### src/rtl/axilite_master.sv
// AXI-Lite master: backend write/read request pulses are queued in an ordered
// command FIFO and issued one at a time as AXI-Lite transactions. Writes are
// posted (no B channel); a write completes once both AW and W are accepted.
module axilite_master #(
    parameter int ADDR_WIDTH = 15,
    parameter int DATA_WIDTH = 32,
    parameter int DEPTH      = 4
) (
    input  logic                         axi_aclk,
    input  logic                         axi_aresetn,
    input  logic                         req_wstart,
    input  logic [ADDR_WIDTH-1:0]        req_waddr,
    input  logic [DATA_WIDTH-1:0]        req_wdata,
    input  logic [DATA_WIDTH/8-1:0]      req_wstrb,
    input  logic                         req_rstart,
    input  logic [ADDR_WIDTH-1:0]        req_raddr,
    output logic [DATA_WIDTH-1:0]        req_rdata,
    output logic                         req_rdone,
    output logic                         req_wdone,
    output logic                         req_full,
    output logic [$clog2(DEPTH+1)-1:0]   req_level,
    output logic                         req_drop,
    output logic                         axi_awvalid,
    output logic [ADDR_WIDTH-1:0]        axi_awaddr,
    input  logic                         axi_awready,
    output logic                         axi_wvalid,
    output logic [DATA_WIDTH-1:0]        axi_wdata,
    output logic [DATA_WIDTH/8-1:0]      axi_wstrb,
    input  logic                         axi_wready,
    output logic                         axi_arvalid,
    output logic [ADDR_WIDTH-1:0]        axi_araddr,
    input  logic                         axi_arready,
    input  logic                         axi_rvalid,
    input  logic [DATA_WIDTH-1:0]        axi_rdata,
    output logic                         axi_rready
);

    localparam int STRB_W = DATA_WIDTH / 8;
    localparam int PTR_W  = (DEPTH > 1) ? $clog2(DEPTH) : 1;
    localparam int LVL_W  = $clog2(DEPTH + 1);
    localparam int ENT_W  = 1 + ADDR_WIDTH + DATA_WIDTH + STRB_W;

    typedef enum logic [1:0] {IDLE, WRITE, RD_ADDR, RD_DATA} state_t;

    state_t                 state_q, state_d;
    logic [ENT_W-1:0]       fifo_mem [DEPTH];
    logic [PTR_W-1:0]       wr_ptr_q, wr_ptr_d, rd_ptr_q, rd_ptr_d, r_slot;
    logic [LVL_W-1:0]       level_q, level_d, free_slots, n_enq;
    logic                   full_q, drop_q, drop_d;
    logic                   w_enq, r_enq, pop;
    logic [ENT_W-1:0]       w_entry, r_entry, head_entry;
    logic                   head_is_read;
    logic [ADDR_WIDTH-1:0]  issue_addr_q;
    logic [DATA_WIDTH-1:0]  issue_data_q;
    logic [STRB_W-1:0]      issue_strb_q;
    logic                   aw_done_q, aw_done_d, w_done_q, w_done_d;
    logic                   aw_fin, w_fin;
    logic                   wdone_q, wdone_d, rdone_q, rdone_d;
    logic [DATA_WIDTH-1:0]  rdata_q, rdata_d;

    // Enqueue admission: the write takes the first free slot, the read the next one.
    always_comb begin
        free_slots = LVL_W'(DEPTH) - level_q;
        w_enq      = req_wstart && (free_slots != '0);
        r_enq      = req_rstart && (w_enq ? (free_slots >= LVL_W'(2)) : (free_slots != '0));
        drop_d     = (req_wstart && !w_enq) || (req_rstart && !r_enq);
        n_enq      = LVL_W'(w_enq) + LVL_W'(r_enq);
        r_slot     = w_enq ? wr_ptr_q + PTR_W'(1) : wr_ptr_q;
        w_entry    = {1'b0, req_waddr, req_wdata, req_wstrb};
        r_entry    = {1'b1, req_raddr, {DATA_WIDTH{1'b0}}, {STRB_W{1'b0}}};
        head_entry = fifo_mem[rd_ptr_q];
        head_is_read = head_entry[ENT_W-1];
        pop        = (state_q == IDLE) && (level_q != '0);
        wr_ptr_d   = wr_ptr_q + PTR_W'(n_enq);
        rd_ptr_d   = rd_ptr_q + PTR_W'(pop);
        level_d    = level_q + n_enq - LVL_W'(pop);
    end

    // FIFO storage; emptiness is tracked by pointers/level, so no reset needed here.
    always_ff @(posedge axi_aclk) begin
        if (w_enq) fifo_mem[wr_ptr_q] <= w_entry;
        if (r_enq) fifo_mem[r_slot]   <= r_entry;
    end

    // Next-state and AXI channel outputs; payloads are zero outside their state.
    always_comb begin
        state_d     = state_q;
        aw_done_d   = aw_done_q;
        w_done_d    = w_done_q;
        wdone_d     = 1'b0;
        rdone_d     = 1'b0;
        rdata_d     = rdata_q;
        aw_fin      = 1'b0;
        w_fin       = 1'b0;
        axi_awvalid = 1'b0;
        axi_awaddr  = '0;
        axi_wvalid  = 1'b0;
        axi_wdata   = '0;
        axi_wstrb   = '0;
        axi_arvalid = 1'b0;
        axi_araddr  = '0;
        axi_rready  = 1'b0;
        case (state_q)
            IDLE: begin
                if (pop) state_d = head_is_read ? RD_ADDR : WRITE;
            end
            WRITE: begin
                axi_awvalid = !aw_done_q;
                axi_wvalid  = !w_done_q;
                axi_awaddr  = issue_addr_q;
                axi_wdata   = issue_data_q;
                axi_wstrb   = issue_strb_q;
                // A channel is finished if it completed earlier or handshakes now.
                aw_fin = aw_done_q || axi_awready;
                w_fin  = w_done_q  || axi_wready;
                if (aw_fin && w_fin) begin
                    state_d   = IDLE;
                    aw_done_d = 1'b0;
                    w_done_d  = 1'b0;
                    wdone_d   = 1'b1;
                end else begin
                    aw_done_d = aw_fin;
                    w_done_d  = w_fin;
                end
            end
            RD_ADDR: begin
                axi_arvalid = 1'b1;
                axi_araddr  = issue_addr_q;
                if (axi_arready) state_d = RD_DATA;
            end
            RD_DATA: begin
                axi_rready = 1'b1;
                if (axi_rvalid) begin
                    rdata_d = axi_rdata;
                    rdone_d = 1'b1;
                    state_d = IDLE;
                end
            end
            default: state_d = IDLE;
        endcase
    end

    // State, FIFO bookkeeping and issue registers; reset abandons any transaction.
    always_ff @(posedge axi_aclk or negedge axi_aresetn) begin
        if (!axi_aresetn) begin
            state_q      <= IDLE;
            wr_ptr_q     <= '0;
            rd_ptr_q     <= '0;
            level_q      <= '0;
            full_q       <= 1'b0;
            drop_q       <= 1'b0;
            aw_done_q    <= 1'b0;
            w_done_q     <= 1'b0;
            wdone_q      <= 1'b0;
            rdone_q      <= 1'b0;
            rdata_q      <= '0;
            issue_addr_q <= '0;
            issue_data_q <= '0;
            issue_strb_q <= '0;
        end else begin
            state_q   <= state_d;
            wr_ptr_q  <= wr_ptr_d;
            rd_ptr_q  <= rd_ptr_d;
            level_q   <= level_d;
            full_q    <= (level_d == LVL_W'(DEPTH));
            drop_q    <= drop_d;
            aw_done_q <= aw_done_d;
            w_done_q  <= w_done_d;
            wdone_q   <= wdone_d;
            rdone_q   <= rdone_d;
            rdata_q   <= rdata_d;
            if (pop) begin
                issue_addr_q <= head_entry[ENT_W-2 -: ADDR_WIDTH];
                issue_data_q <= head_entry[DATA_WIDTH+STRB_W-1 -: DATA_WIDTH];
                issue_strb_q <= head_entry[STRB_W-1:0];
            end
        end
    end

    assign req_rdata = rdata_q;
    assign req_rdone = rdone_q;
    assign req_wdone = wdone_q;
    assign req_full  = full_q;
    assign req_level = level_q;
    assign req_drop  = drop_q;

endmodule

### config.mk
export PLATFORM = sky130hd
export DESIGN_NAME = axilite_master
export DESIGN_NICKNAME = d
export VERILOG_FILES = /design/src/rtl/axilite_master.sv
export SDC_FILE = /design/constraint.sdc
export NUM_CORES = 1
export LEC_CHECK = 0
export ABC_CLOCK_PERIOD_IN_PS = 4700
export BUFFER_PORTS_ARGS = -buffer_cell sky130_fd_sc_hd__buf_2
export CAP_MARGIN = 20
export CORE_MARGIN = 2
export CORE_UTILIZATION = 40
export CTS_CLUSTER_DIAMETER = 80
export DETAILED_ROUTE_END_ITERATION = 7
export GPL_ROUTABILITY_DRIVEN = 0
export RECOVER_POWER = 50
export SETUP_SLACK_MARGIN = 0.1
export SLEW_MARGIN = 20
export SYNTH_ARGS = -nofsm -noshare
export SYNTH_HDL_FRONTEND = slang
export SYNTH_SLANG_ARGS = --single-unit
### constraint.sdc
create_clock -name axi_aclk -period 4.7 [get_ports axi_aclk]
set_clock_uncertainty 0.15 [all_clocks]
set_input_delay 1.175 -clock axi_aclk [delete_from_list [all_inputs] [get_ports axi_aclk]]
set_output_delay 1.175 -clock axi_aclk [all_outputs]
set_load 0.1 [all_outputs]
==> results of run 1 <==
-- worst max-delay path, cell delays in order, from the launching register on --
cell and delay, ns:
dfrtp_1 0.37, inv_1 0.08, ha_1 0.22, ha_1 0.21, and2b_1 0.53, and2_0 1.75
buf_4 0.41, nand2_1 0.07, mux2i_1 0.14
-- cell type report --
type / count / share of cell area
flip-flops and latches: 306 / 0.448
clock buffers: 56 / 0.0669
clock inverters: 7 / 0.00707
diodes: 1 / 0.000155
well taps: 448 / 0.0348
multi-input cells: 828 / 0.358
inverters: 28 / 0.00653
repair buffers: 245 / 0.0779
-- stage by stage --
| step | setup WS, ns | instance area (sq um) | utilization | instances |
|---|---|---|---|---|
| 2_1_floorplan | 0.572 | 13500 | - | 1253 |
| 3_3_place_gp | 0.628 | 15000 | 0.450 | 1855 |
| 3_5_place_dp | 0.532 | 15000 | 0.450 | 1855 |
| 4_1_cts | 0.932 | 16200 | 0.486 | 1918 |
| 5_1_grt | 0.351 | 16100 | 0.482 | 1918 |
| 6_report | 0.610 | 16100 | 0.483 | 1919 |
-- kinds of logic after synthesis --
family / synth area share
AOI/OAI and AO/OA: 0.0590
xor gates and xnor gates: 0.00455
adders and majority gates: 0.0145
buffers and inverters: 0.0380
DFF: 0.535
muxes: 0.202
and+or+nand+nor: 0.146
-- layer usage --
| metal | track usage | vias up | share of wire |
|---|---|---|---|
| met5 | 0 | - | 0.00036 |
| met4 | 0.0566 | 4 | 0.021 |
| met3 | 0.0337 | 53 | 0.059 |
| met2 | 0.359 | 320 | 0.50 |
| met1 | 0.257 | 4756 | 0.42 |
| li1 | - | 4634 | - |
-- path summary, 6_finish.rpt --
| check | start | endpoint | slack [ns] | depth (start not counted) |
|---|---|---|---|---|
| setup reg to reg | req_level[0] | fifo_mem[0][47] | 0.61 | 8 |
| setup / recovery | req_level[0] | fifo_mem[0][47] | 0.61 | 8 |
| hold / removal | fifo_mem[0][51] | fifo_mem[0][51] | 0.30 | 1 |
| max in group asynchronous | axi_aresetn | rd_ptr_q[1] | 0.99 | 1 |
| min in group asynchronous | axi_aresetn | req_rdata[21] | 1.42 | 1 |
| hold reg to reg | fifo_mem[0][51] | fifo_mem[0][51] | 0.30 | 1 |
-- cell usage after synthesis --
master and n:
nor3_1 3, and2_1 71, nor3_4 4, nor3b_1 1, nor4bb_1 1, buf_1 3, o21ai_0 1, nand2_1 356
fa_1 1, buf_4 8, xor2_1 1, nor2_1 9, o31ai_1 1, a211oi_1 1, or3b_1 1, a21o_1 4
nand2b_1 5, mux2_2 84, xnor2_1 6, edfxtp_1 60, dfxtp_1 148, ha_1 14, nor2b_1 2, clkbuf_1 52
buf_2 28, mux2i_1 61, inv_1 28, a21oi_1 147, a221o_1 1, dfrtp_1 98, mux4_2 52, and2b_1 1
-- flip-flops by register name, indices dropped and copies added, names as in the netlist --
register      cells
aw_done_q         1
fifo_mem        208
issue_addr_q     15
issue_data_q     32
issue_strb_q      4
rd_ptr_q          2
req_drop          1
req_full          1
req_level         3
req_rdata        32
req_rdone         1
req_wdone         1
state_q           2
w_done_q          1
wr_ptr_q          2
==> impl_metrics.toml, run 1 <==
[job]
drv_cap = 7

[die]
die_w_microns = 188
dieArea_sq_um = 35200
io_pins = 215
core_area_sq_um = 33400
die_h_microns = 188
rows = 67
start_util = 0.404

[global_routing]
grt_max_degree = 56
grt_pass1_wl_mm = 56.6
overflow = 0
antenna_found_initial = 2
grt_use_total = 0.203
grt_pass1_vias = 9961

[critical_path]
crit_path_max_fanout = 31
criticalPathCategory = "reg -> reg"
end_kind = "register"
cp_data_arrival_time_ns = 4.30
startpoint_type = "register"
cp.required_ns = 4.91

[timing]
fin_tns_setup_ns = 0
final_min_period_over_clock_period = 0.870
setup_viol = 0
maxSlewViolCount = 309
slew_headroom = -0.876
fin_crit_ns = 4.09
rsz0062_at_grt = "false"
tightest_slew_ns = 2.81
hold_viol_final = 0
holdWs_ns = 0.300
fmax_mhz = 244

[synthesis]
syn_nets = 1374
synth.distinct_cells = 32
synth_top_cell_area_share = 0.220
syn-cell-area_sq_um = 13500
synth.area.top_cells = "dfxtp_1, dfrtp_1, edfxtp_1, nand2_1, mux4_2"
yosys.area.top_type = "dfxtp_1"
yosysSeqAreaShare = 0.535
syn_avg_cell_area_sq_um = 10.8
ys_warn_count = 0
ys_ff_latch = 306
syn_inst = 1253

[placed_design]
hpwl_mm = 22.9
io_buffer_count = 214

[cts]
path_clk_slew_ns = 0.06
numCtsBuffers = 35
cts_tree = "built"
clock-sinks = 306
cts_max_path_buffers = 3
root_buffer = "clkbuf_16"
htree_levels = 2
worstSkewPairLatency_ns = 0.51
hold_buffers = 0
cts_setup_buffers = 0
cts_resized = 0

[layout]
drive_gt1_frac = 0.274
fillCellCount = 3123
layout_common_cells = "nand2_1, buf_2, dfxtp_1, a21oi_1, dfrtp_1"
area_growth_pct = 19.4
multi_input_area_sq_um = 5770
seqCellArea_sq_um = 7220
final_nets = 1565
layout_commonest_cell = "nand2_1"

[route]
ant_nets = 0
drt_iter0_markers = 491
vias = 9767
finalWirelength_mm = 36.0
wl_per_cell_microns = 18.8
avgViaCountPerCell = 5.09
post-route-drc-count = 0
detail_route.first_pass.iterations = 6

[outcome]
violations = "max-capacitance violations, max-slew violations"
status = "complete, but fails checks"

[min_path]
min_path_type = "reg -> reg"
Power of run 1 is not shown: default switching activity piles up to over one toggle a cycle in this logic, so the estimate is an artifact.
==> inputs of run 2 (changes only) <==
Settings changed: GPL_TIMING_DRIVEN set to 0.
==> run 2 against run 1 <==
The flow still finishes with violations (max-capacitance violations, max-slew violations). Hold slack improved by 0.0013 ns. Final cell count increased by 3.2%. Sequential share of layout area decreased by 0.13 points. Flip-flop and latch count unchanged. Non-clock buffer count is 61 higher. Clock-buffer cell count down 4. Largest cell class unchanged.
==> impl_metrics.toml, run 2 (synthesized netlist as in run 1, its figures left out) <==
[outcome]
violations = "max-capacitance violations, max-slew violations"
status = "complete, but fails checks"

[timing]
final_min_period_over_clock_period = 0.947
rsz0062_at_grt = "false"
slew_headroom = -0.335
fmax_mhz = 225
tightest_slew_ns = 2.00
hold_viol_final = 0
fin_tns_setup_ns = 0
maxSlewViolCount = 101
setup_viol = 0
fin_crit_ns = 4.45

[cts]
worstSkewPairLatency_ns = 0.51
clock-sinks = 306
path_clk_slew_ns = 0.06
hold_buffers = 0
cts_tree = "built"
cts_max_path_buffers = 3
htree_levels = 2
cts_setup_buffers = 0
root_buffer = "clkbuf_16"
numCtsBuffers = 36
cts_resized = 0

[critical_path]
worst-r2r-cell-count = 8
crit_path_max_fanout = 10
startpoint_type = "register"
r2r_end = "fifo_mem[3][45]"
cp.required_ns = 3.38
criticalPathCategory = "reg -> out"
reg2reg_slack_ns = 0.62
crit_start = "state_q[0]"
crit_path_end = "axi_wstrb[3]"
end_kind = "output port"
cp_data_arrival_time_ns = 3.12
rr_startpoint = "req_level[0]"

[die]
dieArea_sq_um = 35200
rows = 67
start_util = 0.404
die_h_microns = 188
die_w_microns = 188
io_pins = 215
core_area_sq_um = 33400

[route]
ant_nets = 0
finalWirelength_mm = 37.5
drt_iter0_markers = 475
avgViaCountPerCell = 5.05
wl_met2_mm = 18.1
post-route-drc-count = 0
met3WireLength_mm = 2.28
met1Wirelength_mm = 16.0
vias = 10004
wl_per_cell_microns = 18.9
detail_route.first_pass.iterations = 5
top_layer = "met5"

[global_routing]
grt_use_total = 0.211
antenna_found_initial = 5
grt_pass1_vias = 10228
grt_max_degree = 75
overflow = 0
grt_pass1_wl_mm = 57.9

[placed_design]
io_buffer_count = 214
hpwl_mm = 25.3

[layout]
largest_reg_flops = 208
area_growth_pct = 19.7
fillCellCount = 3191
regMostFlops = "fifo_mem"
layout_common_cells = "nand2_1, buf_2, dfxtp_1, a21oi_1, clkbuf_1"
final_nets = 1627
layout_commonest_cell = "nand2_1"
drive_gt1_frac = 0.250

[job]
drv_cap = 2

[min_path]
worstHoldPathCells = 2
min_path_type = "reg -> reg"
## run 2: cell count changes in the layout (fill, tap and decap cells not counted), sizes merged
cell | before | now
clkbuf | 101 | 165
buf | 200 | 193
clkinv | 4 | 7
inv | 28 | 29
## run 2: worst max-delay path: stages (launching register included)
cell	delay (ns)
dfrtp_1	0.32
clkbuf_1	0.26
nor2b_1	0.17
clkbuf_1	0.45
clkbuf_1	0.66
and2_1	0.30
buf_2	0.45
## run 2: layout make-up
type / instances / area [sq um] / area share
antenna: 1 / 2.50 / 0.000155
buffer: 91 / 379 / 0.0235
clock buffer: 52 / 1010 / 0.0627
clock inverter: 11 / 131 / 0.00814
inverter: 28 / 105 / 0.00651
multi-input combinational: 828 / 5710 / 0.354
sequential: 306 / 7220 / 0.447
tap: 448 / 561 / 0.0347
timing repair buffer: 215 / 1030 / 0.0636
## run 2: worst min path at each step
stage / slack, ns / start / to
2_1_floorplan: 0.27 / fifo_mem[2][51] / fifo_mem[2][51]
3_3_place_gp: 0.28 / fifo_mem[1][51] / fifo_mem[1][51]
3_5_place_dp: 0.29 / fifo_mem[1][51] / fifo_mem[1][51]
4_1_cts: 0.30 / fifo_mem[2][13] / fifo_mem[2][13]
5_1_grt: 0.32 / fifo_mem[3][29] / fifo_mem[3][29]
6_report: 0.30 / fifo_mem[1][24] / fifo_mem[1][24]
## run 2: metal layers
metal | global-route usage | vias to the layer above
li1 | - | 4758
met1 | 0.269 | 4874
met2 | 0.360 | 301
met3 | 0.0387 | 65
met4 | 0.0769 | 6
met5 | 0 | -
## run 2: stage by stage
step | cell area [sq um] | setup WS [ns] | utilization | hold slack, ns | std cells
5_1_grt | 16100 | 0.107 | 0.484 | 0.315 | 1980
3_3_place_gp | 15100 | 0.580 | 0.453 | 0.282 | 1915
4_1_cts | 16300 | 0.237 | 0.488 | 0.302 | 1979
3_5_place_dp | 15100 | 0.546 | 0.454 | 0.290 | 1916
6_report | 16100 | 0.250 | 0.484 | 0.302 | 1980
2_1_floorplan | 13500 | 0.572 | - | 0.271 | 1253
Power of run 2 is left out for the same reason.
==> inputs of run 3 (changes only) <==
Settings changed: HOLD_SLACK_MARGIN set to 0.08, MAX_ROUTING_LAYER set to met4.
==> run 3 against run 2 <==
The flow still finishes with violations (max-capacitance violations, max-slew violations). Via count is 0.59% higher. Critical path depth stayed put. Die area stayed put. Register-to-register slack better by 0.02 ns. Non-clock buffer count stayed put. First-iteration DRC count is 0.63% lower. Utilization hardly changed. Fmax is 0.89% higher. Hold slack hardly changed. Critical path type unchanged. Largest cell class unchanged. Highest routed layer is now met4.
==> impl_metrics.toml, run 3 (synthesized netlist as in run 1, its figures left out) <==
[layout]
area_growth_pct = 19.8
fillCellCount = 3190
drive_gt1_frac = 0.250
layout_commonest_cell = "nand2_1"
regMostFlops = "fifo_mem"
largest_reg_flops = 208
finish.utilization = 0.484
layout_common_cells = "nand2_1, buf_2, dfxtp_1, a21oi_1, clkbuf_1"
final_nets = 1627

[placed_design]
hpwl_mm = 25.3
io_buffer_count = 214

[die]
io_pins = 215
die_h_microns = 188
dieArea_sq_um = 35200
start_util = 0.404
core_area_sq_um = 33400
rows = 67
die_w_microns = 188

[timing]
fin_crit_ns = 4.41
rsz0062_at_grt = "false"
slew_headroom = -0.332
fmax_mhz = 227
maxSlewViolCount = 101
setup_viol = 0
holdWs_ns = 0.301
fin_tns_setup_ns = 0
tightest_slew_ns = 2.00
final_min_period_over_clock_period = 0.938
hold_viol_final = 0

[critical_path]
crit_path_max_fanout = 10
criticalPathCategory = "reg -> out"
rr_startpoint = "req_level[0]"
cp_data_arrival_time_ns = 3.09
r2r_end = "fifo_mem[1][46]"
startpoint_type = "register"
reg2reg_slack_ns = 0.64
cp.required_ns = 3.38
end_kind = "output port"
worst-r2r-cell-count = 8

[job]
drv_cap = 2

[route]
detail_route.first_pass.iterations = 5
wl_per_cell_microns = 18.8
post-route-drc-count = 0
drt_iter0_markers = 472
vias = 10063
finalWirelength_mm = 37.4
ant_nets = 0
avgViaCountPerCell = 5.07

[outcome]
violations = "max-capacitance violations, max-slew violations"
status = "complete, but fails checks"

[cts]
path_clk_slew_ns = 0.06
root_buffer = "clkbuf_16"
cts_max_path_buffers = 3
cts_tree = "built"
numCtsBuffers = 36
clock-sinks = 306
htree_levels = 2
worstSkewPairLatency_ns = 0.51
hold_buffers = 0

[global_routing]
grt_pass1_wl_mm = 57.9
grt_max_degree = 75
grt_use_total = 0.218
grt_pass1_vias = 10226
overflow = 0
antenna_found_initial = 5

[min_path]
worstHoldStart = "fifo_mem[1][24]"
min_path_type = "reg -> reg"
worstHoldPathCells = 2
whs_endpoint = "fifo_mem[1][24]"
-- run 3: cell count changes in the layout (fill, tap and decap cells not counted), sizes merged --
cell and delta:
diode +4
-- run 3: area by class of cell --
type                       count  area, sq um  area share
clock buffer                  52         1010      0.0627
buffer                        91          377      0.0233
clock inverter                11          131     0.00814
multi-input combinational    828         5710       0.353
sequential                   306         7220       0.447
antenna                        5         12.5    0.000775
tap                          448          561      0.0347
inverter                      28          105     0.00651
timing repair buffer         215         1030      0.0635
-- run 3: what timing repair did --
action / in CTS / in global routing
buffers inserted: 0 / 0
endpoints found under the setup margin: 0 / 1
gates resized for setup: 0 / 2
-- run 3: worst max path at each step --
stage,startpoint,endpoint,slack (ns),depth (start not counted)
floorplan,req_level[0],req_full,0.57,16
global placement,req_wstart,req_full,0.58,14
detailed placement,req_wstart,req_full,0.55,14
CTS,state_q[0],axi_wdata[17],0.24,6
global route,axi_aresetn,req_full,0.11,2
finish,state_q[0],axi_wstrb[3],0.29,6
-- run 3: worst max-delay path, stage by stage (launching register included) --
cell,delay (ns)
dfrtp_1,0.32
clkbuf_1,0.26
nor2b_1,0.17
clkbuf_1,0.44
clkbuf_1,0.64
and2_1,0.29
buf_2,0.45
-- run 3: layer usage --
metal / vias up / track usage / wire [microns] / part of all wire
met4: 0 / 0.0769 / 1050 / 0.028
met5: - / - / 0 / 0
met1: 4900 / 0.270 / 15800 / 0.42
li1: 4759 / - / - / -
met2: 336 / 0.361 / 18200 / 0.49
met3: 68 / 0.0378 / 2320 / 0.062
-- run 3: metrics by stage --
| stage | setup WS (ns) | instances | cell area (sq um) |
|---|---|---|---|
| 6_report | 0.290 | 1984 | 16100 |
| 5_1_grt | 0.108 | 1984 | 16100 |
| 4_1_cts | 0.237 | 1979 | 16300 |
| 3_5_place_dp | 0.546 | 1916 | 15100 |
| 3_3_place_gp | 0.580 | 1915 | 15100 |
| 2_1_floorplan | 0.572 | 1253 | 13500 |
Power of run 3 is left out for the same reason.
